--- config.mk ---
export PLATFORM = sky130hd
export DESIGN_NAME = ex_mul
export DESIGN_NICKNAME = d
export VERILOG_FILES = /design/src/rtl/ex_mul.sv
export SDC_FILE = /design/constraint.sdc
export NUM_CORES = 2
export LEC_CHECK = 0
export BUFFER_PORTS_ARGS = -buffer_cell sky130_fd_sc_hd__clkbuf_2
export CAP_MARGIN = 20
export CORE_ASPECT_RATIO = 2
export CORE_MARGIN = 2
export CORE_UTILIZATION = 55
export CTS_CLUSTER_DIAMETER = 80
export DETAILED_ROUTE_END_ITERATION = 16
export GPL_TIMING_DRIVEN = 0
export HOLD_SLACK_MARGIN = 0.12
export PLACE_DENSITY = 0.82
export SETUP_SLACK_MARGIN = 0.05
export SLEW_MARGIN = 10
export SYNTH_ARGS = -nofsm -noshare
export SYNTH_HDL_FRONTEND = slang
export SYNTH_SLANG_ARGS = --single-unit
--- constraint.sdc ---
create_clock -name clk -period 11.55 [get_ports clk]
set_clock_uncertainty 0.2 [all_clocks]
set_input_delay 0.5775 -clock clk [delete_from_list [all_inputs] [get_ports clk]]
set_output_delay 0.5775 -clock clk [all_outputs]
set_load 0.05 [all_outputs]
--- src/rtl/ex_mul.sv ---
// Iterative 32x32 multiply unit for the execute stage (MUL/MLA/UMULL/UMLAL/SMULL/SMLAL).
// Four 32x8 partial-product steps, one sign-fix/accumulate step, then a one-cycle done pulse.
module ex_mul (
   input  logic        clk,
   input  logic        rst,
   input  logic        i_start,
   input  logic        i_long,
   input  logic        i_signed,
   input  logic        i_acc,
   input  logic [31:0] i_rm,
   input  logic [31:0] i_rs,
   input  logic [31:0] i_acc_lo,
   input  logic [31:0] i_acc_hi,
   input  logic        i_flush,
   output logic        o_busy,
   output logic        o_done,
   output logic [31:0] o_res_lo,
   output logic [31:0] o_res_hi,
   output logic        o_n,
   output logic        o_z
);

   localparam logic [1:0] ST_IDLE = 2'd0;
   localparam logic [1:0] ST_MUL  = 2'd1;
   localparam logic [1:0] ST_FIX  = 2'd2;

   logic [1:0]  state_q,  state_d;
   logic [1:0]  cnt_q,    cnt_d;
   logic [63:0] prod_q,   prod_d;
   logic [31:0] a_q,      a_d;
   logic [31:0] b_q,      b_d;
   logic        neg_q,    neg_d;
   logic        long_q,   long_d;
   logic        acc_q,    acc_d;
   logic [31:0] acc_lo_q, acc_lo_d;
   logic [31:0] acc_hi_q, acc_hi_d;
   logic [31:0] res_lo_q, res_lo_d;
   logic [31:0] res_hi_q, res_hi_d;
   logic        n_q,      n_d;
   logic        z_q,      z_d;
   logic        done_q,   done_d;

   logic [7:0]  byte_s;
   logic [39:0] pp_s;
   logic [63:0] pp_shift_s;
   logic [63:0] signed_prod_s;
   logic [63:0] fix_s;

   // Magnitude of a 32-bit operand; 0x80000000 maps to itself as an unsigned value.
   function automatic logic [31:0] mag32(input logic [31:0] v, input logic take_abs);
      if (take_abs && v[31]) begin
         return 32'd0 - v;
      end else begin
         return v;
      end
   endfunction

   // Partial product of the current multiplier byte and the final sign-fix/accumulate value.
   always_comb begin
      byte_s        = b_q[{cnt_q, 3'b000} +: 8];
      pp_s          = {8'd0, a_q} * {32'd0, byte_s};
      pp_shift_s    = {24'd0, pp_s} << {cnt_q, 3'b000};
      signed_prod_s = neg_q ? (64'd0 - prod_q) : prod_q;
      if (acc_q) begin
         fix_s = signed_prod_s + {acc_hi_q, acc_lo_q};
      end else begin
         fix_s = signed_prod_s;
      end
   end

   // Next-state logic; a flush returns to IDLE and leaves the result registers untouched.
   always_comb begin
      state_d  = state_q;
      cnt_d    = cnt_q;
      prod_d   = prod_q;
      a_d      = a_q;
      b_d      = b_q;
      neg_d    = neg_q;
      long_d   = long_q;
      acc_d    = acc_q;
      acc_lo_d = acc_lo_q;
      acc_hi_d = acc_hi_q;
      res_lo_d = res_lo_q;
      res_hi_d = res_hi_q;
      n_d      = n_q;
      z_d      = z_q;
      done_d   = 1'b0;
      if (i_flush) begin
         state_d = ST_IDLE;
      end else begin
         case (state_q)
            ST_IDLE: begin
               if (i_start) begin
                  long_d   = i_long;
                  acc_d    = i_acc;
                  acc_lo_d = i_acc_lo;
                  // High accumulate word only contributes to long results.
                  acc_hi_d = i_long ? i_acc_hi : 32'd0;
                  a_d      = mag32(i_rm, i_long & i_signed);
                  b_d      = mag32(i_rs, i_long & i_signed);
                  neg_d    = i_long & i_signed & (i_rm[31] ^ i_rs[31]);
                  prod_d   = 64'd0;
                  cnt_d    = 2'd0;
                  state_d  = ST_MUL;
               end else begin
                  state_d = ST_IDLE;
               end
            end
            ST_MUL: begin
               prod_d = prod_q + pp_shift_s;
               cnt_d  = cnt_q + 2'd1;
               if (cnt_q == 2'd3) begin
                  state_d = ST_FIX;
               end else begin
                  state_d = ST_MUL;
               end
            end
            ST_FIX: begin
               res_lo_d = fix_s[31:0];
               res_hi_d = long_q ? fix_s[63:32] : 32'd0;
               n_d      = long_q ? fix_s[63] : fix_s[31];
               z_d      = long_q ? (fix_s == 64'd0) : (fix_s[31:0] == 32'd0);
               done_d   = 1'b1;
               state_d  = ST_IDLE;
            end
            default: begin
               state_d = ST_IDLE;
            end
         endcase
      end
   end

   // State and result registers with synchronous reset.
   always_ff @(posedge clk) begin
      if (rst) begin
         state_q  <= ST_IDLE;
         cnt_q    <= 2'd0;
         prod_q   <= 64'd0;
         a_q      <= 32'd0;
         b_q      <= 32'd0;
         neg_q    <= 1'b0;
         long_q   <= 1'b0;
         acc_q    <= 1'b0;
         acc_lo_q <= 32'd0;
         acc_hi_q <= 32'd0;
         res_lo_q <= 32'd0;
         res_hi_q <= 32'd0;
         n_q      <= 1'b0;
         z_q      <= 1'b0;
         done_q   <= 1'b0;
      end else begin
         state_q  <= state_d;
         cnt_q    <= cnt_d;
         prod_q   <= prod_d;
         a_q      <= a_d;
         b_q      <= b_d;
         neg_q    <= neg_d;
         long_q   <= long_d;
         acc_q    <= acc_d;
         acc_lo_q <= acc_lo_d;
         acc_hi_q <= acc_hi_d;
         res_lo_q <= res_lo_d;
         res_hi_q <= res_hi_d;
         n_q      <= n_d;
         z_q      <= z_d;
         done_q   <= done_d;
      end
   end

   assign o_busy   = (state_q != ST_IDLE);
   assign o_done   = done_q;
   assign o_res_lo = res_lo_q;
   assign o_res_hi = res_hi_q;
   assign o_n      = n_q;
   assign o_z      = z_q;

endmodule

* Word-level counts from Yosys, hierarchy flattened *
Cells that the tools add are included.

storage, ports and cells
  bits in registers = 266
  latch bits = 0
  memory bits (writable) = 0
  ROM bits = 0
  bits of input ports = 135
  logic and storage cells = 59
  memories = 0

cells by class
  add/subtract/negate cells = 6
  multipliers = 1
  div/mod/pow operators = 0
  magnitude comparators = 0
  eq/ne operators = 4
  shifts and indexed selects = 2
  muxes and demuxes = 16
  bitwise operators = 4
  reductions and logical operators = 11

operators with widths
  kind                                                number
  two-way mux 64 bit                                  3
  adder 64 bit                                        2
  two-way mux 32 bit                                  4
  case mux 64 bit (2 select lines)                    1
  zero test 64 bit                                    1
  << shifter 40 x 5 -> 64 bit                         1
  subtractor 1 x 32 -> 32 bit (first input constant)  2
  subtractor 1 x 64 -> 64 bit (first input constant)  1
  multiplier 32 x 8 -> 40 bit                         1
  zero test 32 bit                                    1
  indexed part select 32 x 6 -> 8 bit                 1
  case mux 2 bit (2 select lines)                     2
  AND reduction 3 bit                                 2
  == test 2 bit (second input constant)               2
  two-way mux 1 bit                                   4
  two-way mux 2 bit                                   2
  nonzero test 2 bit                                  2
  adder 2 x 1 -> 2 bit (second input constant)        1
  AND 1 bit                                           2
  == test 2 x 1 -> 1 bit (second input constant)      1
  logical AND 1 bit                                   2
  zero test 2 bit                                     1
  != test 2 bit (second input constant)               1
  AND reduction 2 bit                                 1
  other kinds (3)                                     3

* Logic depth before layout (Yosys ltp) *
  depth after elaboration = 6
  depth in mapped cells = 39

* Worst setup path after synthesis *
OpenSTA, ideal clock, no wires.

  path type = register -> register
  start point = register cnt_q[0]
  end point = register prod_q[61]
  arrival time = 9,534 ps
  required time = 11,222 ps
  slack = 1,688 ps
  stages on the path, launching flop included = 38
  clock period less this slack = 9,862 ps
  path through = dfxtp_1 -> clkbuf_1 -> buf_1 -> mux4_2 -> clkbuf_1 -> nand2_1 -> fa_1 -> fa_1 -> inv_1 -> fa_1 -> inv_1 -> fa_1 -> inv_1 -> ha_1 -> o21ai_0 -> nand2b_1 -> a31o_2 -> a31oi_1 -> [... 2 more ...] -> nor3_1 -> nor2_1 -> xor2_1 -> o21ai_0 -> o21a_1 -> ha_1 -> nand2_1 -> o21ai_0 -> or4_1 -> a31o_2 -> a21oi_1 -> o2111ai_1 -> a21o_1 -> a211oi_1 -> o221ai_1 -> a221oi_1 -> xor2_1 -> o21ai_0

between the ends
  word-level cells in the longest chain between the ends = 5

RTL lines
  element                              line  text
  start: declaration                   28    logic [1:0] cnt_q, cnt_d;
  start signal: assignment             153   cnt_q <= cnt_d;
  indexed part select 32 x 6 -> 8 bit  60    byte_s = b_q[{cnt_q, 3'b000} +: 8];
  multiplier 32 x 8 -> 40 bit          61    pp_s = {8'd0, a_q} * {32'd0, byte_s};
  << shifter 40 x 5 -> 64 bit *        62    pp_shift_s = {24'd0, pp_s} << {cnt_q, 3'b000};
  adder 64 bit *                       110   prod_d = prod_q + pp_shift_s;
  case mux 64 bit (2 select lines) *   91    case (state_q)
  end signal: assignment               154   prod_q <= prod_d;
  end: declaration                     29    logic [63:0] prod_q, prod_d;

Every way passes the cells marked *; elsewhere a longest branch is shown, timed or not.
A chain may end at the register's enable or synchronous reset.

* Final worst setup path *
Same ends and word-level chain as after synthesis.

==> flow_metrics.tcl <==
set metrics [dict create \
    final_util_pct 62.6 \
    power_w 0.00260 \
    drt_iter0_markers 2080 \
    syn_area_mm2 0.0295 \
    die_w_um 168 \
    synthArstFlopShare_pct 0 \
    dpl_cell_area_mm2 0.0314 \
    grt_max_degree 17 \
    slowest_delay_ns 0.67 \
    die_h_um 332 \
    cts_made_buffers 26 \
    timing.rr.start "cnt_q[0]" \
    layout_min_cycle_time_ns 11.13 \
    drc 0 \
    final_layout_size_suffix_gt1_share_pct 7.75 \
    grt_first_pass_wirelength_mm 175 \
    cts_tree "yes" \
    synth_seq_area_share_pct 18.0 \
    ys_types 84 \
    holdCritStartpoint "i_rs[19]" \
    core_area_mm2 0.0533 \
    final_hold_viol_count 0 \
    syn_area_per_cell_um2 7.67 \
    dominantRegCellSynth "dfxtp_1" \
    synth_fp_nets 4366 \
    area_delta_synth_final_pct 12.9 \
    ir_worst_vdd_mv 0.110 \
    drt_first_pass_iters 6 \
    critical_path_class "reg -> reg" \
    place_hpwl_mm 93.3 \
    drtAntennaViolNets 0 \
    gp_congestion 1.08 \
    cts_buffer_depth 3 \
    cp_max_fo 10 \
    path_common_cell "o21ai_0" \
    grt_use_total_pct 40.9 \
    status "finished clean" \
    tightest_slew_ns 1.27 \
    synth.most_common_cell "nand2_1" \
    synth_top_area_share_pct 18.0 \
    drt-vias-per-instance 6.35 \
    placementRows 120 \
    path_clk_slew_ns 0.08 \
    fin_area_mm2 0.0333 \
    p_per_area_mw_per_mm2 77.9 \
    finalSetupViolCount 0 \
    avgRoutedWirePerCell_um 23.8 \
    critical_path.startpoint "cnt_q[0]" \
    cts-root-buf "clkbuf_16" \
    grt_pass1_vias 31600 \
    maxCapViolations 0 \
    nFillCells 4747 \
    ys_ff_latch 266 \
    drt-total-wl_mm 116 \
    slowest_stage "mux4_2" \
    fin_cells 4873 \
    ioPinCount 203 \
    start_util_pct 55.4 \
    antenna_found_initial 6 \
    slew_violations 0 \
    min_path_type "in -> reg" \
    rsz0062_at_grt "false" \
    port_buffers 201 \
    vias 31000 \
    cts_max_level 1 \
    relSlewSlack_pct 14.6 \
    synth.area.top_cells "dfxtp_1 (18%), fa_1 (12%), ha_1 (8.3%)" \
    period_share_pct 96.3 \
    synth_edf_count 0 \
    critical_path_arrival_ns 11.40 \
    p_leak_nw 15.0 \
    die_area_mm2 0.0557 \
    critPathRequiredTime_ns 11.82 \
    insertion_delay_ns 0.62 \
    max_freq_mhz 89.9 \
    fin_nets 4690 \
    synth_commonest_cells "nand2_1 (394), nor2_1 (350), a21oi_1 (324), dfxtp_1 (266), inv_1 (246)" \
    yosys.area.top_type "dfxtp_1" \
    overflow 0 \
    startpoint_type "flip-flop" \
    endpoint_kind "flip-flop" \
    synthCells 3852 \
    clkSinkCount 266 \
    synth_warnings 0 \
    placedCellCount 4727 \
]
[cells in the final DEF (no fill, tap or decap), types with 94 or more instances in the layout]
cell type and n:
inv_1 246, a21oi_1 324, nor2_1 350, clkbuf_2 206
dfxtp_1 266, and2_1 232, clkbuf_1 186, nand2_1 394
fa_1 182, o21ai_0 175, xor2_1 94, xnor2_1 142
ha_1 197
[through the flow]
stage | setup slack [ns] | setup TNS [ns] | hold WS, ns
floorplan | 1.69 | 0 | 0.233
global placement | -1.44 | -18.35 | 0.242
detailed placement | -1.48 | -19.65 | 0.245
CTS | 0.0197 | 0 | 0.121
global route | 0.0900 | 0 | 0.141
finish | 0.423 | 0 | 0.121
[flip-flops by register name, summed over array words and instances, names as in the netlist, 32 cells and up]
| signal | flops |
|---|---|
| acc_hi_q | 32 |
| b_q | 32 |
| acc_lo_q | 32 |
| a_q | 32 |
| o_res_lo | 32 |
| o_res_hi | 32 |
| prod_q | 64 |
[logic make-up (layout without fill, tap and decap cells)]
kind of cell / count (synthesis) / after routing / synth area share, %
buffers and inverters: 462 / 806 / 5.93
adders and majority gates: 379 / 379 / 20.7
and+or+nand+nor: 1402 / 1402 / 23.1
DFF: 266 / 266 / 18.0
other: 0 / 6 / 0
muxes: 49 / 49 / 2.03
AOI/OAI and AO/OA: 1056 / 1056 / 23.1
xor gates and xnor gates: 238 / 238 / 7.06
[layout make-up]
| class | instances | area (um^2) | area share, % |
|---|---|---|---|
| diodes | 6 | 15.0 | 0.0450 |
| inverters | 246 | 923 | 2.77 |
| multi-input cells | 3124 | 22600 | 67.6 |
| clock inverters | 18 | 185 | 0.555 |
| repair buffers | 296 | 1970 | 5.89 |
| flip-flops and latches | 266 | 5330 | 16.0 |
| plain buffers | 216 | 838 | 2.51 |
| clock buffers | 30 | 696 | 2.09 |
| well taps | 671 | 840 | 2.52 |
[routing by layer]
| metal | wire length (um) | vias up | GRT usage [%] | part of all wire, % |
|---|---|---|---|---|
| met1 | 35800 | 14500 | 36.6 | 31 |
| met3 | 7510 | 682 | 7.13 | 6.5 |
| li1 | - | 14200 | - | - |
| met5 | 0 | - | 0.710 | 0 |
| met2 | 56800 | 1546 | 72.5 | 49 |
| met4 | 15600 | 0 | 46.1 | 14 |
[repair_timing]
item	CTS	global route
gates resized for setup	15	14
endpoints found under the hold margin	87	0
pin swaps	0	1
setup endpoints to repair	28	17
hold buffers	87	0
buffers inserted	0	2
[power breakdown]
| group | total, W | internal (W) | switching, W | leakage, nW |
|---|---|---|---|---|
| clock network | 0.000912 | 0.000484 | 0.000428 | 0.427 |
| logic | 0.000707 | 0.000243 | 0.000465 | 12.4 |
| registers | 0.000978 | 0.000943 | 0.0000351 | 2.16 |
[worst paths after layout]
check	cells after the start	to	slack, ns
min reg2reg	2	o_res_hi[26]	0.25
min	3	b_q[19]	0.12
max	36	prod_q[61]	0.42
max reg2reg	36	prod_q[61]	0.42
[critical path: cells and delay by family (launching register included)]
family / cells / cell delay, ns
xor gates and xnor gates: 2 / 0.51
adders and majority gates: 6 / 2.74
buffers and inverters: 6 / 1.13
AOI/OAI and AO/OA: 17 / 4.36
DFF: 1 / 0.35
muxes: 2 / 0.98
and+or+nand+nor: 3 / 0.68
Note: power is estimated with default switching activity, not from simulation.
